[src/rtl/dmem_arbiter.sv]
// rtl/dmem_arbiter.sv - two-port round-robin arbiter in front of a single-port synchronous dmem
//
// Ports:
//   clock, reset             single clock, synchronous active-high reset
//   rX_req/wren/addr/data    requester X command, held until rX_gnt
//   rX_gnt                   command issued to dmem this cycle (combinational)
//   rX_rvalid, rX_q          read return for requester X, RD_LAT cycles after grant
//   address_dmem/data/wren   dmem command port, zero when idle or in reset
//   q_dmem                   dmem read data
//   conflict_cnt             saturating count of cycles with both requests high
module dmem_arbiter #(
  parameter int ADDR_W = 12,
  parameter int DATA_W = 32,
  parameter int RD_LAT = 1,   // dmem read latency, 1 or 2
  parameter int CNT_W  = 16
) (
  input  logic              clock,
  input  logic              reset,
  input  logic              r0_req,
  input  logic              r0_wren,
  input  logic [ADDR_W-1:0] r0_addr,
  input  logic [DATA_W-1:0] r0_data,
  input  logic              r1_req,
  input  logic              r1_wren,
  input  logic [ADDR_W-1:0] r1_addr,
  input  logic [DATA_W-1:0] r1_data,
  output logic              r0_gnt,
  output logic              r1_gnt,
  output logic              r0_rvalid,
  output logic              r1_rvalid,
  output logic [DATA_W-1:0] r0_q,
  output logic [DATA_W-1:0] r1_q,
  output logic [ADDR_W-1:0] address_dmem,
  output logic [DATA_W-1:0] data,
  output logic              wren,
  input  logic [DATA_W-1:0] q_dmem,
  output logic [CNT_W-1:0]  conflict_cnt
);

  // last = port granted most recently; 1 after reset so port 0 wins the first conflict
  logic              last;
  logic              sel0;
  logic              sel1;
  logic              rd_issue;
  logic [RD_LAT-1:0] pipe_vld;
  logic [RD_LAT-1:0] pipe_id;
  logic [CNT_W-1:0]  cnt_q;

  always_comb begin
    sel0 = 1'b0;
    sel1 = 1'b0;
    if (!reset) begin
      // port 0 wins when alone, or in conflict when port 1 was served last
      if (r0_req && (!r1_req || last)) begin
        sel0 = 1'b1;
      end else if (r1_req) begin
        sel1 = 1'b1;
      end
    end
  end

  always_comb begin
    address_dmem = '0;
    data         = '0;
    wren         = 1'b0;
    if (sel0) begin
      address_dmem = r0_addr;
      data         = r0_data;
      wren         = r0_wren;
    end else if (sel1) begin
      address_dmem = r1_addr;
      data         = r1_data;
      wren         = r1_wren;
    end
  end

  assign r0_gnt   = sel0;
  assign r1_gnt   = sel1;
  assign rd_issue = (sel0 && !r0_wren) || (sel1 && !r1_wren);

  // Read-tag pipe matches dmem latency; the tag emerging from the last stage
  // lines up with q_dmem for that read, so return order equals issue order.
  always_ff @(posedge clock) begin
    if (reset) begin
      last     <= 1'b1;
      pipe_vld <= '0;
      pipe_id  <= '0;
      cnt_q    <= '0;
    end else begin
      if (sel0 || sel1) begin
        last <= sel1;
      end
      pipe_vld[0] <= rd_issue;
      pipe_id[0]  <= sel1;
      for (int i = 1; i < RD_LAT; i++) begin
        pipe_vld[i] <= pipe_vld[i-1];
        pipe_id[i]  <= pipe_id[i-1];
      end
      if (r0_req && r1_req && (cnt_q != {CNT_W{1'b1}})) begin
        cnt_q <= cnt_q + CNT_W'(1);
      end
    end
  end

  // Gated by reset so a read landing in the reset cycle is dropped too.
  assign r0_rvalid    = !reset && pipe_vld[RD_LAT-1] && !pipe_id[RD_LAT-1];
  assign r1_rvalid    = !reset && pipe_vld[RD_LAT-1] &&  pipe_id[RD_LAT-1];
  assign r0_q         = q_dmem;
  assign r1_q         = q_dmem;
  assign conflict_cnt = reset ? '0 : cnt_q;

endmodule
[config.mk]
export PLATFORM = sky130hd
export DESIGN_NAME = dmem_arbiter
export DESIGN_NICKNAME = d
export VERILOG_FILES = /design/src/rtl/dmem_arbiter.sv
export SDC_FILE = /design/constraint.sdc
export NUM_CORES = 1
export LEC_CHECK = 0
export ABC_AREA = 1
export CAP_MARGIN = 0
export CORE_AREA = 2 2 99 101
export CTS_CLUSTER_SIZE = 14
export DETAILED_ROUTE_END_ITERATION = 10
export DIE_AREA = 0 0 101 103
export PLACE_DENSITY = 0.75
export SLEW_MARGIN = 0
export SYNTH_ARGS = -nofsm -noshare
export SYNTH_HDL_FRONTEND = slang
export SYNTH_SLANG_ARGS = --single-unit
[constraint.sdc]
create_clock -name clock -period 4.2 [get_ports clock]
set_input_delay 0.84 -clock clock [delete_from_list [all_inputs] [get_ports clock]]
set_output_delay 0.84 -clock clock [all_outputs]
set_load 0.01 [all_outputs]
==> reports/results.txt, run 1 <==
non-filler cells, final - 521
final WL - 6.89 mm
fin util - 35.6%
CTS tree - built
I/O Buffers - 158
CP bufs+invs - 4
setup total negative slack - 0 ns
CP required - 3.36 ns
Startpoint Class - primary input
Antenna Nets Post-Route - 0
unrepaired setup endpoints after global routing - false
Final period util - 85.7%
total grt overflow - 0
height of the die - 103 µm
Worst-Margin Slew - 0.312 ns
count leader, synth - buf_4
CP Cell Sequence - clkdlybuf4s50_1, nand2_1, nand3_1, inv_2, buf_12, a22o_1, clkdlybuf4s50_1
Crit-path slowest cell - clkdlybuf4s50_1
CTS clk-pin slew, worst paths - 0.07 ns
initial antenna violation count - 0
CTS root buffer - clkbuf_8
post-synthesis async set-or-reset flop share - 0%
status - finished clean
hold crit path type - reg2reg
CP max stage delay - 0.55 ns
Max-slew headroom - 79.1%
worst reg2reg path depth - 8
CORE AREA - 0.00946 mm²
area fraction of the dominant cell type after synthesis - 24.3%
worst-skew pair later-pin latency - 0.25 ns
routed vias - 2301
Hold Path Stages - 2
clk buf depth - 2
hold buffers post-CTS - 0
Final setup viols - 0
WS Path Type - in2out
Post-DP HPWL - 5.80 mm
number of DRC markers in iteration 0 - 110
number of buffers created by CTS - 3
largest net degree at the start of global routing - 37
cell row count - 36
sequential fraction of the synthesis area - 18.1%
synth top area cells - buf_4, a22o_1, dfxtp_1
Pwr Total - 552 µW
worst-path fanout max - 30
crit path DAT - 2.76 ns
Mapped Nets - 444
dominant synthesized flop cell - dfxtp_1
Fillers - 998
PostCTS Resize Cnt - 0
R2R Setup Slk - 2.68 ns
H-tree depth - 1
RePlAce Congestion - 0.854
synth warn - 0
Reg-to-Reg Start - cnt_q[1]
Pre-antenna DRT Iters - 4
register bit count reported by yosys - 19
max-slew violation count - 0
fin area - 0.00337 mm²
Placed Cells - 517
GR Util All Layers - 12.1%
drt via density - 4.42
share of cells above drive strength 1 - 4.18%
fin nets - 535
top post-synthesis cells by count - buf_4, nor2_1, nand2_1
global-route wire length before repair - 10.1 mm
clock skew - 0.00126 ns
Synth Instances - 317
Die W - 101 µm
Lkg Pwr - 0.00127 µW
most used cell, CP - clkdlybuf4s50_1
RR Endpoint - cnt_q[0]
vias in the first global route - 2228
Worst Hold Launch - last
Power Density - 164 mW/mm²
Min-Delay Endpoint - last
synth unique cells - 23
placed cell area - 0.00332 mm²
Max Clock Freq - 278 MHz
Layout area overhead - 60.0%
Clock Sinks - 19
max_cap viols - 0
Max VDD drop - 129 µV
family with the most delay on the worst path - buffers and inverters
DRC Markers - 0
area of the die - 0.0104 mm²
Yosys top cell by area - buf_4
diodes inserted - 0
number of synthesized flops with an enable pin - 0
DR WL/cell - 13.2 µm
Initial Util - 22.2%
Mapped Area - 0.00210 mm²
Worst setup EP type - output pin
number of I/O pins - 255
Hold Vio Cnt, Final - 0
Tmin final - 3.60 ns
total setup buffers inserted after CTS - 0
average cell area after synthesis - 6.64 µm²
-- kinds of logic (layout without fill, tap and decap cells) --
group / after synthesis / count (layout) / synth area share [%]
AND/OR/NAND/NOR: 134 / 134 / 27.5
buffers and inverters: 106 / 196 / 32.0
AO/OA/AOI/OAI: 57 / 57 / 21.8
flip-flops: 19 / 19 / 18.1
adder cells (fa/ha/maj): 1 / 1 / 0.594
-- stage by stage --
stage	hold slack [ns]	setup WS (ns)
floorplan	0.470	1.61
global placement	0.483	0.626
detailed placement	0.494	0.602
CTS	0.510	0.587
global route	0.542	0.499
finish	0.503	0.601
-- layout make-up --
| cell class | count | area (µm²) | share of cell area [%] |
|---|---|---|---|
| clock buffer | 4 | 45.0 | 1.34 |
| timing repair buffer | 162 | 1640 | 48.6 |
| sequential | 19 | 380 | 11.3 |
| tap | 114 | 143 | 4.24 |
| multi-input combinational | 192 | 1050 | 31.2 |
| inverter | 30 | 113 | 3.34 |
-- placed cells by master (no fill, tap or decap) --
cell / count
nand2_1: 48
inv_2: 3
a22o_1: 45
nor3_1: 1
a21oi_1: 8
dfxtp_1: 19
nand3b_1: 2
buf_4: 2
nand3_1: 14
nand2_2: 1
nor2_4: 3
inv_1: 27
clkdlybuf4s50_1: 158
nor2_2: 2
nand4_4: 1
o22ai_1: 1
o21ai_0: 2
buf_12: 2
nand4_1: 1
ha_1: 1
nor2_1: 61
o211ai_1: 1
clkbuf_1: 1
clkbuf_8: 3
-- worst reg2reg max path: stages (launching register included) --
cell	delay, ns
dfxtp_1	0.37
ha_1	0.18
inv_1	0.06
nor2_2	0.21
nand4_4	0.28
nand2_1	0.16
nand2_1	0.06
nand2_1	0.06
nor2_1	0.04
-- power by group --
part	total [µW]	internal, µW	switching [µW]
clock	128	67.4	60.1
sequential	185	183	1.89
combinational	239	158	81.2
-- sequential cells by signal, indices dropped and copies added (netlist names) --
| register | count |
|---|---|
| cnt_q | 16 |
| last | 1 |
| pipe_id | 1 |
| pipe_vld | 1 |
-- per-layer routing --
| layer | track usage, % | vias to the layer above | wire length [µm] |
|---|---|---|---|
| met3 | 4.20 | 12 | 641 |
| met2 | 20.9 | 110 | 3440 |
| met4 | 3.53 | 0 | 121 |
| met1 | 14.1 | 1023 | 2680 |
| met5 | 0 | - | 0 |
| li1 | - | 1156 | - |
-- how the worst max path moves through the flow --
stage / to / start / cells past startpoint
global placement: address_dmem[2] / reset / 7
CTS: address_dmem[2] / reset / 7
detailed placement: address_dmem[5] / reset / 7
global route: address_dmem[6] / r0_req / 7
finish: address_dmem[2] / r0_req / 7
floorplan: data[13] / reset / 6
No activity file was read; power rests on OpenSTA's default activity.
==> inputs of run 2 (changes only) <==
--- a/config.mk
+++ b/config.mk
@@ -7,11 +7,11 @@
 export LEC_CHECK = 0
 export ABC_AREA = 1
 export CAP_MARGIN = 0
-export CORE_AREA = 2 2 99 101
+export CORE_AREA = 2 2 100 102
 export CTS_CLUSTER_SIZE = 14
 export DETAILED_ROUTE_END_ITERATION = 10
-export DIE_AREA = 0 0 101 103
-export PLACE_DENSITY = 0.75
+export DIE_AREA = 0 0 102 104
+export PLACE_DENSITY = 0.74
 export SLEW_MARGIN = 0
 export SYNTH_ARGS = -nofsm -noshare
 export SYNTH_HDL_FRONTEND = slang
==> constraint.sdc (replaced) <==
create_clock -name clock -period 3.65 [get_ports clock]
set_input_delay 0.73 -clock clock [delete_from_list [all_inputs] [get_ports clock]]
set_output_delay 0.73 -clock clock [all_outputs]
set_load 0.01 [all_outputs]
==> run 2 against run 1 <==
Highest routed layer unchanged. Clock skew grew 0.0012 ns. Total power rose by 16%. Design area up 0.82%. Largest cell class unchanged. First-iteration DRC count increased by 25%. Critical endpoint is now data[31].
==> reports/results.txt, run 2 (same netlist as run 1, synthesis figures left out) <==
status - finished clean
RePlAce Congestion - 0.867 (+1.5%)
Comb power frac - 43.6% (+0.3 points)
Placement Setup Slack - 0.371 ns (-0.231 ns)
most flop-heavy register - cnt_q
hold buffers post-CTS - 0 (unchanged)
height of the die - 104 µm (+0.97%)
sw power - 171 µW (+20%)
final WL - 8.01 mm (+16%)
max-slew violation count - 0 (unchanged)
setup total negative slack - 0 ns (unchanged)
PostCTS Resize Cnt - 0 (unchanged)
clk buf depth - 2 (unchanged)
worst-path fanout max - 46 (+53%)
Max Clock Freq - 307 MHz
number of DRC markers in iteration 0 - 137 (+25%)
CTS tree - built
area of the die - 0.0106 mm² (+2.0%)
Post-DP HPWL - 6.62 mm (+14%)
Fillers - 1012 (+1.4%)
DR WL/cell - 14.8 µm (+12%)
sequential group share of total power - 33.3% (-0.3 points)
max_cap viols - 0 (unchanged)
crit path DAT - 2.53 ns (-0.23 ns)
Clk pwr share - 23.1% (about the same)
Lkg Pwr - 0.00128 µW (+0.21%)
Final period util - 89.2%
Pre-antenna DRT Iters - 4 (unchanged)
Max-slew headroom - 79.0% (-0.17 points)
RR Endpoint - cnt_q[0]
Final setup viols - 0 (unchanged)
Clock Sinks - 19 (unchanged)
Hold WS - 0.501 ns (-0.00214 ns)
Initial Util - 22.0% (-0.21 points)
Layout area overhead - 61.3%
DRC Markers - 0 (unchanged)
H-tree depth - 1 (unchanged)
Hold Vio Cnt, Final - 0 (unchanged)
number of I/O pins - 255 (unchanged)
Worst-Margin Slew - 0.314 ns (+0.00248 ns)
drt via density - 4.35 (-1.4%)
fin nets - 535 (unchanged)
GR Util All Layers - 14.2% (+2.2 points)
R2R Setup Slk - 2.08 ns (-0.60 ns)
Worst setup EP type - output pin
Sw Share - 26.7% (+0.80 points)
CP required - 2.92 ns (-0.44 ns)
initial antenna violation count - 1 (+1)
I/O Buffers - 158 (unchanged)
WS Path Type - in2out
vias in the first global route - 2367 (+6.2%)
total grt overflow - 0 (unchanged)
Critical path origin - r1_req
cell row count - 36 (unchanged)
CTS root buffer - clkbuf_8
Startpoint Class - primary input
number of buffers created by CTS - 3 (unchanged)
commonest non-fill, non-tap cell in the layout - clkdlybuf4s50_1
Die W - 102 µm (+0.99%)
CORE AREA - 0.00955 mm² (+0.95%)
Largest register FFs - 16 (unchanged)
internal power - 469 µW (+15%)
routed vias - 2355 (+2.3%)
Reg-to-Reg Start - cnt_q[1]
share of cells above drive strength 1 - 4.42% (+0.25 points)
global-route wire length before repair - 11.9 mm (+18%)
worst-skew pair later-pin latency - 0.25 ns (about the same)
CP Capture Point - data[31]
total setup buffers inserted after CTS - 0 (unchanged)
CTS clk-pin slew, worst paths - 0.07 ns (about the same)
unrepaired setup endpoints after global routing - false
slack of the critical path - 0.393 ns (-0.209 ns)
hold crit path type - reg2reg
clock skew - 0.00247 ns (+0.00121 ns)
Antenna Nets Post-Route - 0 (unchanged)
Tmin final - 3.26 ns
largest net degree at the start of global routing - 47 (+27%)
Max VDD drop - 116 µV (-9.6%)
most frequent cells in the layout - clkdlybuf4s50_1, nor2_1, nand2_1
Power Density - 189 mW/mm² (+15%)
worst reg2reg path depth - 8 (unchanged)
==> run 2: layout make-up <==
cell class,count,area (µm²),share of cell area [%]
repair buffers,162,1640,48.2
multi-input cells,192,1050,30.9
flip-flops and latches,19,380,11.2
well taps,133,166,4.90
inverters,30,113,3.32
clock buffers,3,41.3,1.22
clock inverters,1,5.00,0.147
diodes,1,2.50,0.0737
==> run 2: per-layer routing <==
layer  global-route usage (%)  routed length, µm  share of wire, %  up-vias
met4                     6.00                307               3.8        0
met2                     25.9               4140                52      122
met3                     4.97                836                10       29
met5                        0                  0                 0        -
li1                         -                  -                 -     1154
met1                     14.4               2730                34     1050
==> run 2: power by group through the flow <==
stage | sequential (µW) | clock [µW] | combinational [µW]
CTS | 213 | 156 | 282
global placement | 218 | 0 | 278
detailed placement | 218 | 0 | 280
finish | 213 | 148 | 279
floorplan | 218 | 0 | 161
global route | 214 | 164 | 297
==> run 2: stage by stage <==
stage          area [µm²]  cells  total power (µW)  util, %
2_1_floorplan        2100    317               379        -
3_3_place_gp         3350    536               496     35.0
3_5_place_dp         3350    536               498     35.0
4_1_cts              3390    540               651     35.5
5_1_grt              3390    541               674     35.5
6_report             3390    541               640     35.5
==> run 2: worst min path at each step <==
stage	startpoint	endpoint	slack, ns	cells past startpoint
after floorplan	last	last	0.47	2
after global placement	last	last	0.48	2
after detailed placement	last	last	0.49	2
after CTS	last	last	0.51	2
after global routing	last	last	0.54	2
final	last	last	0.50	2
==> run 2: worst max-delay path, cell delays in order <==
cell and delay, ns:
clkdlybuf4s50_1 0.48, nand2_1 0.12, nand3_1 0.11, inv_2 0.09
buf_12 0.21, a22o_1 0.21, clkdlybuf4s50_1 0.56
